$ cat config.mk
export PLATFORM = sky130hd
export DESIGN_NAME = ieee488_host_port
export DESIGN_NICKNAME = d
export VERILOG_FILES = /design/src/rtl/ieee488_host_port.sv
export SDC_FILE = /design/constraint.sdc
export NUM_CORES = 1
export LEC_CHECK = 0
export CAP_MARGIN = 40
export CORE_UTILIZATION = 54
export DETAILED_ROUTE_END_ITERATION = 16
export PLACE_DENSITY = 0.95
export SYNTH_ARGS = -nofsm -noshare
export SYNTH_HDL_FRONTEND = slang
export SYNTH_SLANG_ARGS = --single-unit
$ cat constraint.sdc
create_clock -name clk -period 3.19 [get_ports clk]
set_input_delay 0.319 -clock clk [delete_from_list [all_inputs] [get_ports clk]]
set_output_delay 0.319 -clock clk [all_outputs]
set_load 0.02 [all_outputs]
$ cat src/rtl/ieee488_host_port.sv
// Controller-side IEEE-488 byte engine: talker, one-entry listener, IFC.
// Define IEEE488_HOST_TIMEOUT_EN to abort stalled talker waits.
module ieee488_host_port #(
  parameter int TIMEOUT   = 64,
  parameter int SETTLE    = 2,
  parameter int IFC_TICKS = 100
) (
  input  logic       clk,
  input  logic       reset,
  input  logic       ce,
  input  logic [7:0] tx_data,
  input  logic       tx_eoi,
  input  logic       tx_valid,
  output logic       tx_ready,
  input  logic       atn_req,
  input  logic       listen_en,
  output logic [7:0] rx_data,
  output logic       rx_eoi,
  output logic       rx_valid,
  input  logic       rx_ack,
  input  logic       ifc_pulse,
  output logic       st_timeout,
  output logic       st_nodev,
  output logic       busy,
  input  logic [7:0] ieee_data_i,
  output logic [7:0] ieee_data_o,
  output logic       ieee_atn_o,
  output logic       ieee_ifc_o,
  input  logic       ieee_srq_i,
  input  logic       ieee_dav_i,
  output logic       ieee_dav_o,
  input  logic       ieee_eoi_i,
  output logic       ieee_eoi_o,
  input  logic       ieee_nrfd_i,
  output logic       ieee_nrfd_o,
  input  logic       ieee_ndac_i,
  output logic       ieee_ndac_o
);
  localparam int CW = 10;
  localparam int IW = $clog2(IFC_TICKS + 1);

  typedef enum logic [1:0] {
    T_IDLE, T_WAITRDY, T_SETTLE, T_WAITACC
  } t_state_e;
  typedef enum logic {L_READY, L_ACC} l_state_e;

  t_state_e      t_state, t_next;
  l_state_e      l_state, l_next;
  logic [CW-1:0] cnt;
  logic [IW-1:0] ifc_cnt;
  logic          ifc_act;
  logic [7:0]    data_r, tx_byte;
  logic          dav_r, eoi_r, nrfd_r, ndac_r;
  logic          eoi_lat, atn_lat;
  logic          tx_fire, l_act, cap, drive;
  logic          set_nodev, set_tout, tmo_hit;
  logic          unused_srq;

  assign unused_srq = ieee_srq_i;

`ifdef IEEE488_HOST_TIMEOUT_EN
  assign tmo_hit = ce && (cnt == CW'(TIMEOUT - 1));
`else
  assign tmo_hit = 1'b0;
`endif

  assign tx_ready = (t_state == T_IDLE) && !ifc_act;
  assign tx_fire  = tx_valid && tx_ready && !ifc_pulse;
  assign l_act    = listen_en && (t_state == T_IDLE)
                    && !ifc_act && !ifc_pulse;
  assign drive    = (t_state == T_SETTLE)
                    || (t_state == T_WAITACC);
  assign busy     = (t_state != T_IDLE)
                    || (l_state != L_READY) || ifc_act;

  always_ff @(posedge clk or posedge reset) begin
    if (reset) begin
      data_r <= 8'hFF;
      dav_r  <= 1'b1;
      eoi_r  <= 1'b1;
      nrfd_r <= 1'b1;
      ndac_r <= 1'b1;
    end else begin
      data_r <= ieee_data_i;
      dav_r  <= ieee_dav_i;
      eoi_r  <= ieee_eoi_i;
      nrfd_r <= ieee_nrfd_i;
      ndac_r <= ieee_ndac_i;
    end
  end

  always_comb begin
    t_next    = t_state;
    set_nodev = 1'b0;
    set_tout  = 1'b0;
    unique case (t_state)
      T_IDLE:
        if (tx_fire) t_next = T_WAITRDY;
      T_WAITRDY:
        if (ce && cnt == '0 && nrfd_r && ndac_r) begin
          set_nodev = 1'b1;
          t_next    = T_IDLE;
        end else if (ce && nrfd_r) begin
          t_next = T_SETTLE;
        end else if (tmo_hit) begin
          set_tout = 1'b1;
          t_next   = T_IDLE;
        end
      T_SETTLE:
        if (ce && cnt == CW'(SETTLE - 1)) t_next = T_WAITACC;
      T_WAITACC:
        if (ce && ndac_r) begin
          t_next = T_IDLE;
        end else if (tmo_hit) begin
          set_tout = 1'b1;
          t_next   = T_IDLE;
        end
      default: t_next = T_IDLE;
    endcase
    if (ifc_pulse) begin
      t_next    = T_IDLE;
      set_nodev = 1'b0;
      set_tout  = 1'b0;
    end
  end

  always_comb begin
    l_next = l_state;
    cap    = 1'b0;
    if (!l_act) begin
      l_next = L_READY;
    end else if (ce) begin
      unique case (l_state)
        L_READY:
          if (!dav_r && !rx_valid) begin
            cap    = 1'b1;
            l_next = L_ACC;
          end
        L_ACC:
          if (dav_r) l_next = L_READY;
        default: l_next = L_READY;
      endcase
    end
  end

  // cnt restarts on every talker state change and saturates
  always_ff @(posedge clk or posedge reset) begin
    if (reset) begin
      t_state <= T_IDLE;
      l_state <= L_READY;
      cnt     <= '0;
    end else begin
      t_state <= t_next;
      l_state <= l_next;
      if (t_next != t_state) cnt <= '0;
      else if (ce && cnt != '1) cnt <= cnt + 1'b1;
    end
  end

  always_ff @(posedge clk or posedge reset) begin
    if (reset) begin
      tx_byte    <= 8'h00;
      eoi_lat    <= 1'b0;
      atn_lat    <= 1'b0;
      st_nodev   <= 1'b0;
      st_timeout <= 1'b0;
      rx_data    <= 8'h00;
      rx_eoi     <= 1'b0;
      rx_valid   <= 1'b0;
    end else begin
      if (ifc_pulse) begin
        atn_lat <= 1'b0;
      end else if (tx_fire) begin
        tx_byte <= tx_data;
        eoi_lat <= tx_eoi;
        atn_lat <= atn_req;
      end
      if (tx_fire) begin
        st_nodev   <= 1'b0;
        st_timeout <= 1'b0;
      end else begin
        if (set_nodev) st_nodev <= 1'b1;
        if (set_tout) st_timeout <= 1'b1;
      end
      if (cap) begin
        rx_data  <= ~data_r;
        rx_eoi   <= ~eoi_r;
        rx_valid <= 1'b1;
      end else if (rx_ack && rx_valid) begin
        rx_valid <= 1'b0;
      end
    end
  end

  always_ff @(posedge clk or posedge reset) begin
    if (reset) begin
      ifc_act <= 1'b0;
      ifc_cnt <= '0;
    end else if (ifc_pulse) begin
      ifc_act <= 1'b1;
      ifc_cnt <= IW'(IFC_TICKS);
    end else if (ifc_act && ce) begin
      if (ifc_cnt == IW'(1)) ifc_act <= 1'b0;
      ifc_cnt <= ifc_cnt - 1'b1;
    end
  end

  always_ff @(posedge clk or posedge reset) begin
    if (reset) begin
      ieee_data_o <= 8'hFF;
      ieee_eoi_o  <= 1'b1;
      ieee_dav_o  <= 1'b1;
      ieee_atn_o  <= 1'b1;
      ieee_ifc_o  <= 1'b1;
      ieee_nrfd_o <= 1'b1;
      ieee_ndac_o <= 1'b1;
    end else begin
      ieee_data_o <= drive ? ~tx_byte : 8'hFF;
      ieee_eoi_o  <= !(drive && eoi_lat);
      ieee_dav_o  <= (t_state != T_WAITACC);
      ieee_atn_o  <= !atn_lat;
      ieee_ifc_o  <= !ifc_act;
      ieee_nrfd_o <= l_act
                     ? (l_state == L_READY && !rx_valid)
                     : 1'b1;
      ieee_ndac_o <= l_act ? (l_state == L_ACC) : 1'b1;
    end
  end

endmodule

# Yosys cells after proc, flatten, opt, wreduce, memory -nomap -nowiden
# Index checks and enable logic that the tools add are counted.
# totals
output_inout_bits,28
inputBits,30
word_cells,114
ff_bits,69
# op_classes
n_addsub,2
eq_ne,9
n_bitwise,5
muxes,35
n_reduce_logical,38
# op_table
cell,count
$mux W1,22
$mux W10,2
$logic_and A1 B1 Y1,18
$not A8 Y8,2
$mux W7,2
$reduce_bool A2 Y1,7
$mux W2,6
$add A10 B1 Y10 const B,1
$eq A10 B1 Y1 const B,1
$logic_not A10 Y1,1
$ne A10 B10 Y1 const B,1
$mux W8,1
$pmux W2 S4,1
$eq A7 B1 Y1 const B,1
$sub A7 B1 Y7 const B,1
$logic_not A1 Y1,6
$eq A2 B2 Y1 const B,2
$ne A2 B2 Y1 const B,2
$reduce_and A2 Y1,2
$logic_or A1 B1 Y1,3
$not A1 Y1,3
$eq A2 B1 Y1 const B,1
$logic_not A2 Y1,1
$ne A2 B2 Y1,1
$pmux W1 S2,1

# Longest topological paths before layout
# depth
depth_word,9
depth_mapped,7
mapped_depth_nobuf,7

# Least setup slack after synthesis
# OpenSTA, ideal clock, no wires.
# synth_timing
path_type,reg-to-reg
start,register ifc_act
end,register eoi_lat
setup_time_ps,125
period_less_slack_ps,1826
n_path_buf,1
path_stages_with_launch,6
slack_ps,1364
t_arrival_ps,1701
t_required_ps,3065
cell_sequence,dfrtp_1 -> buf_2 -> nor3_2 -> nand2_1 -> nor2_4 -> mux2_2
# synth_via
elab_chain_cells,5
# synth_rtl
element,line_no,text
start: declaration,51,logic ifc_act;
start signal: assignment,197,ifc_act <= 1'b0;
start signal: assignment,200,ifc_act <= 1'b1;
start signal: assignment,203,if (ifc_cnt == IW'(1)) ifc_act <= 1'b0;
$logic_not A1 Y1,67,assign tx_ready = (t_state == T_IDLE) && !ifc_act;
$logic_and A1 B1 Y1,67,
named net tx_ready,14,"output logic tx_ready,"
$logic_and A1 B1 Y1 (2 in a row),68,assign tx_fire = tx_valid && tx_ready && !ifc_pulse;
$reduce_and A2 Y1 (no source line),--,
end signal: assignment,175,eoi_lat <= tx_eoi;
end: declaration,54,"logic eoi_lat, atn_lat;"
# The timed path passes the listed nets, and every way through them passes these cells.
# A chain may end at the register's enable or synchronous reset.

# Worst setup path after layout
# layout_timing
start,register t_state[1]
end,output port tx_ready
# layout_via
elab_chain_cells,2
# layout_rtl
element,line_no,text
start: declaration,47,"t_state_e t_state, t_next;"
start signal: assignment,153,t_state <= t_next;
$logic_not A2 Y1,67,
$logic_and A1 B1 Y1,67,
end: declaration,14,
# No other way between the ends.

==> reports/metrics.cfg <==
[global_routing]
antenna_found_initial=0
grt_use_met2_pct=38.43
grt_max_degree=69
grt_pass1_vias=1932
grt_first_pass_wirelength_um=8776
use_met1_pct=25.85
grt.total_usage_pct=22.62
met3_usage_pct=5.624
grt_overflow_total=0
busiest_layer=met2

[route]
wire_per_inst_um=15.16
routed_wirelength_um=5458
route.vias.total=1908
final_antenna_net_count=0
vias_per_cell=5.300
remaining_drc_errors=0
firstDrtPassIters=4
drtIter0Drc=216

[timing]
finalHoldViolations=0
setup_viol=0
period_minus_slack_ns=2.386
rsz0062_at_grt=no
finalCritPeriodShare_pct=74.79
tns_ns=0
maxSlewViolCount=0
max_freq_mhz=419.2
tightestPinTransition_ns=0.6594
relSlewSlack_pct=55.90
fin_worst_skew_ns=0.003079

[critical_path]
setup.worst_path.class=reg -> out
worstPathRequired_ns=2.87
cp-startpoint=t_state[1]$_DFF_PP0_
timing.critical_path.to_type=primary output
worst_ep_arrival_time_ns=2.07
r2r-start=t_state[1]$_DFF_PP0_
crit_path_max_fanout=19
start_kind=flip-flop

[pwr]
vdd_drop_max_uv=429.9
p_switching_mw=0.5520
seqPwrFrac_pct=51.3
p_clk_share_pct=34.2
power_density_mw_per_mm2=558.2
intPower_mw=1.443
total_power_mw=1.995
leakage_nw=1.477
pwr-share-comb_pct=14.5
swShare_pct=27.67

[placed_design]
port_buffers=55
dpl.cell_count=344
gp_congestion=0.8114
place_hpwl_um=3780
dpl_cell_area_mm2=0.003381

[floorplanning]
start_util_pct=57.51
die_h_um=73.63
ios=58
die_area_mm2=0.005421
std_cell_rows=25
die_w_um=73.63
core_area_mm2=0.004817

[clocking]
numCtsBuffers=9
cts_tree=built
cts_resized=0
clock_latency_ns=0.34
cts_setup_buffers=0
path_clk_slew_ns=0.07
holdBufCountCts=0
cts_buffer_depth=2
cts_root_buf=clkbuf_8
cts_sinks=68
cts_max_level=3

[finish]
fillCellCount=330
syn_to_final_growth_pct=29.00
fin_util_pct=74.18
design_area_mm2=0.003573
fin_cells=360
insertedDiodeCount=0
drive_above_1_share_pct=22.18
register_area_mm2=0.001734
layout.nets=323
multi_input_area_um2=947.2

[synth]
synth.ff_latch_count=68
ys_seq_area_share_pct=62.60
netlist.top_cell.by_area=dfrtp_1
syn-num-nets=263
yosysWarnings=0
synthCells=228
netlist_area_mm2=0.002770
syn_area_per_cell_um2=12.15
yosysTopAreaCellShare_pct=37.94
synthTopCellsByArea=dfrtp_1, dfstp_2, mux2_2
synthDistinctLibCells=41

[status]
status=complete, no violations

[min_path]
holdCritPathClass=in -> async

[run]
maxCapViolations=0

[power groups by stage]
stage,Clock (mW),Combinational (mW),Sequential (mW)
after floorplan,0,0.193,1.02
after global placement,0,0.263,1.03
after detailed placement,0,0.285,1.04
after CTS,0.690,0.291,1.02
after global routing,0.723,0.324,1.03
final,0.683,0.289,1.02
[cell usage after synthesis (all sizes together)]
library cell and instances:
and3b 1, and2 1, nor4 6, nor3 4, nand2b 5, ha 5
or2 1, xnor2 10, clkbuf 3, nand4b 1, o21bai 1, mux2i 3
and4b 1, xor2 2, mux2 10, nand2 28, buf 5, a211oi 3
nand4 1, nor4b 1, dfrtp 42, nor2 20, and3 1, nand3 10
conb 1, a21oi 7, o21ai 12, a311oi 3, a21o 1, dfstp 26
inv 10, o31ai 1, a31oi 2
[cells by family after synthesis]
group	after synthesis	share of synthesized area, %
buf+inv	18	3.207
flops	68	62.60
mux	13	5.285
fa+ha+maj	5	2.258
other cells	1	0.1354
simple gates	81	15.40
compound gates	30	7.317
xor+xnor	12	3.794
[critical path, cell delays in order (launching register included)]
cell and delay, ns:
dfrtp_1 0.61, nor3_2 0.43, clkdlybuf4s50_1 0.69
[layer usage]
metal	vias up	routed length (um)
li1	889	-
met1	939	2153
met2	63	2855
met3	17	293
met4	0	155
met5	-	0
[per-stage QoR]
stage	setup slack (ns)	hold slack [ns]
6_report	0.8042	0.3500
5_1_grt	0.6545	0.3736
4_1_cts	0.7872	0.3639
3_3_place_gp	0.8811	0.3718
3_5_place_dp	0.8482	0.3827
2_1_floorplan	1.203	0.3235
[sequential cells by signal, indices dropped and copies added (netlist names), 2 cells and up]
register and count:
data_r 8, tx_byte 8, ifc_cnt 7, rx_data 8, ieee_data_o 8, t_state 2
cnt 10
[area by class of cell]
| class | count | share of cell area (%) |
|---|---|---|
| inverter | 10 | 1.050 |
| clock inverter | 6 | 1.821 |
| timing repair buffer | 57 | 16.18 |
| multi-input combinational | 142 | 26.51 |
| tap | 67 | 2.346 |
| clock buffer | 10 | 3.571 |
| sequential | 68 | 48.53 |
[placed cells by master, fill, tap and decap left out, drive strengths merged, types with 2 or more instances in the layout]
cell            n
a211oi          3
a21oi           7
a311oi          3
a31oi           2
buf             2
clkbuf         10
clkdlybuf4s50  55
clkinv          4
dfrtp          42
dfstp          26
ha              5
inv            10
mux2           10
mux2i           3
nand2          28
nand2b          5
nand3          10
nor2           20
nor3            4
nor4            6
o21ai          12
xnor2          10
xor2            2
[final timing paths]
kind	endpoint	slack (ns)	cells after the start
max in group asynchronous	ieee_data_o[4]$_DFF_PP1_	2.53	3
max reg2reg	cnt[1]$_DFFE_PP0P_	0.92	5
min	rx_data[3]$_DFFE_PP0P_	0.35	3
min in group clk	data_r[2]$_DFF_PP1_	0.37	1
min reg2reg	ieee_data_o[3]$_DFF_PP1_	0.40	1
max	tx_ready	0.80	2
No activity file was read; power rests on OpenSTA's default activity.
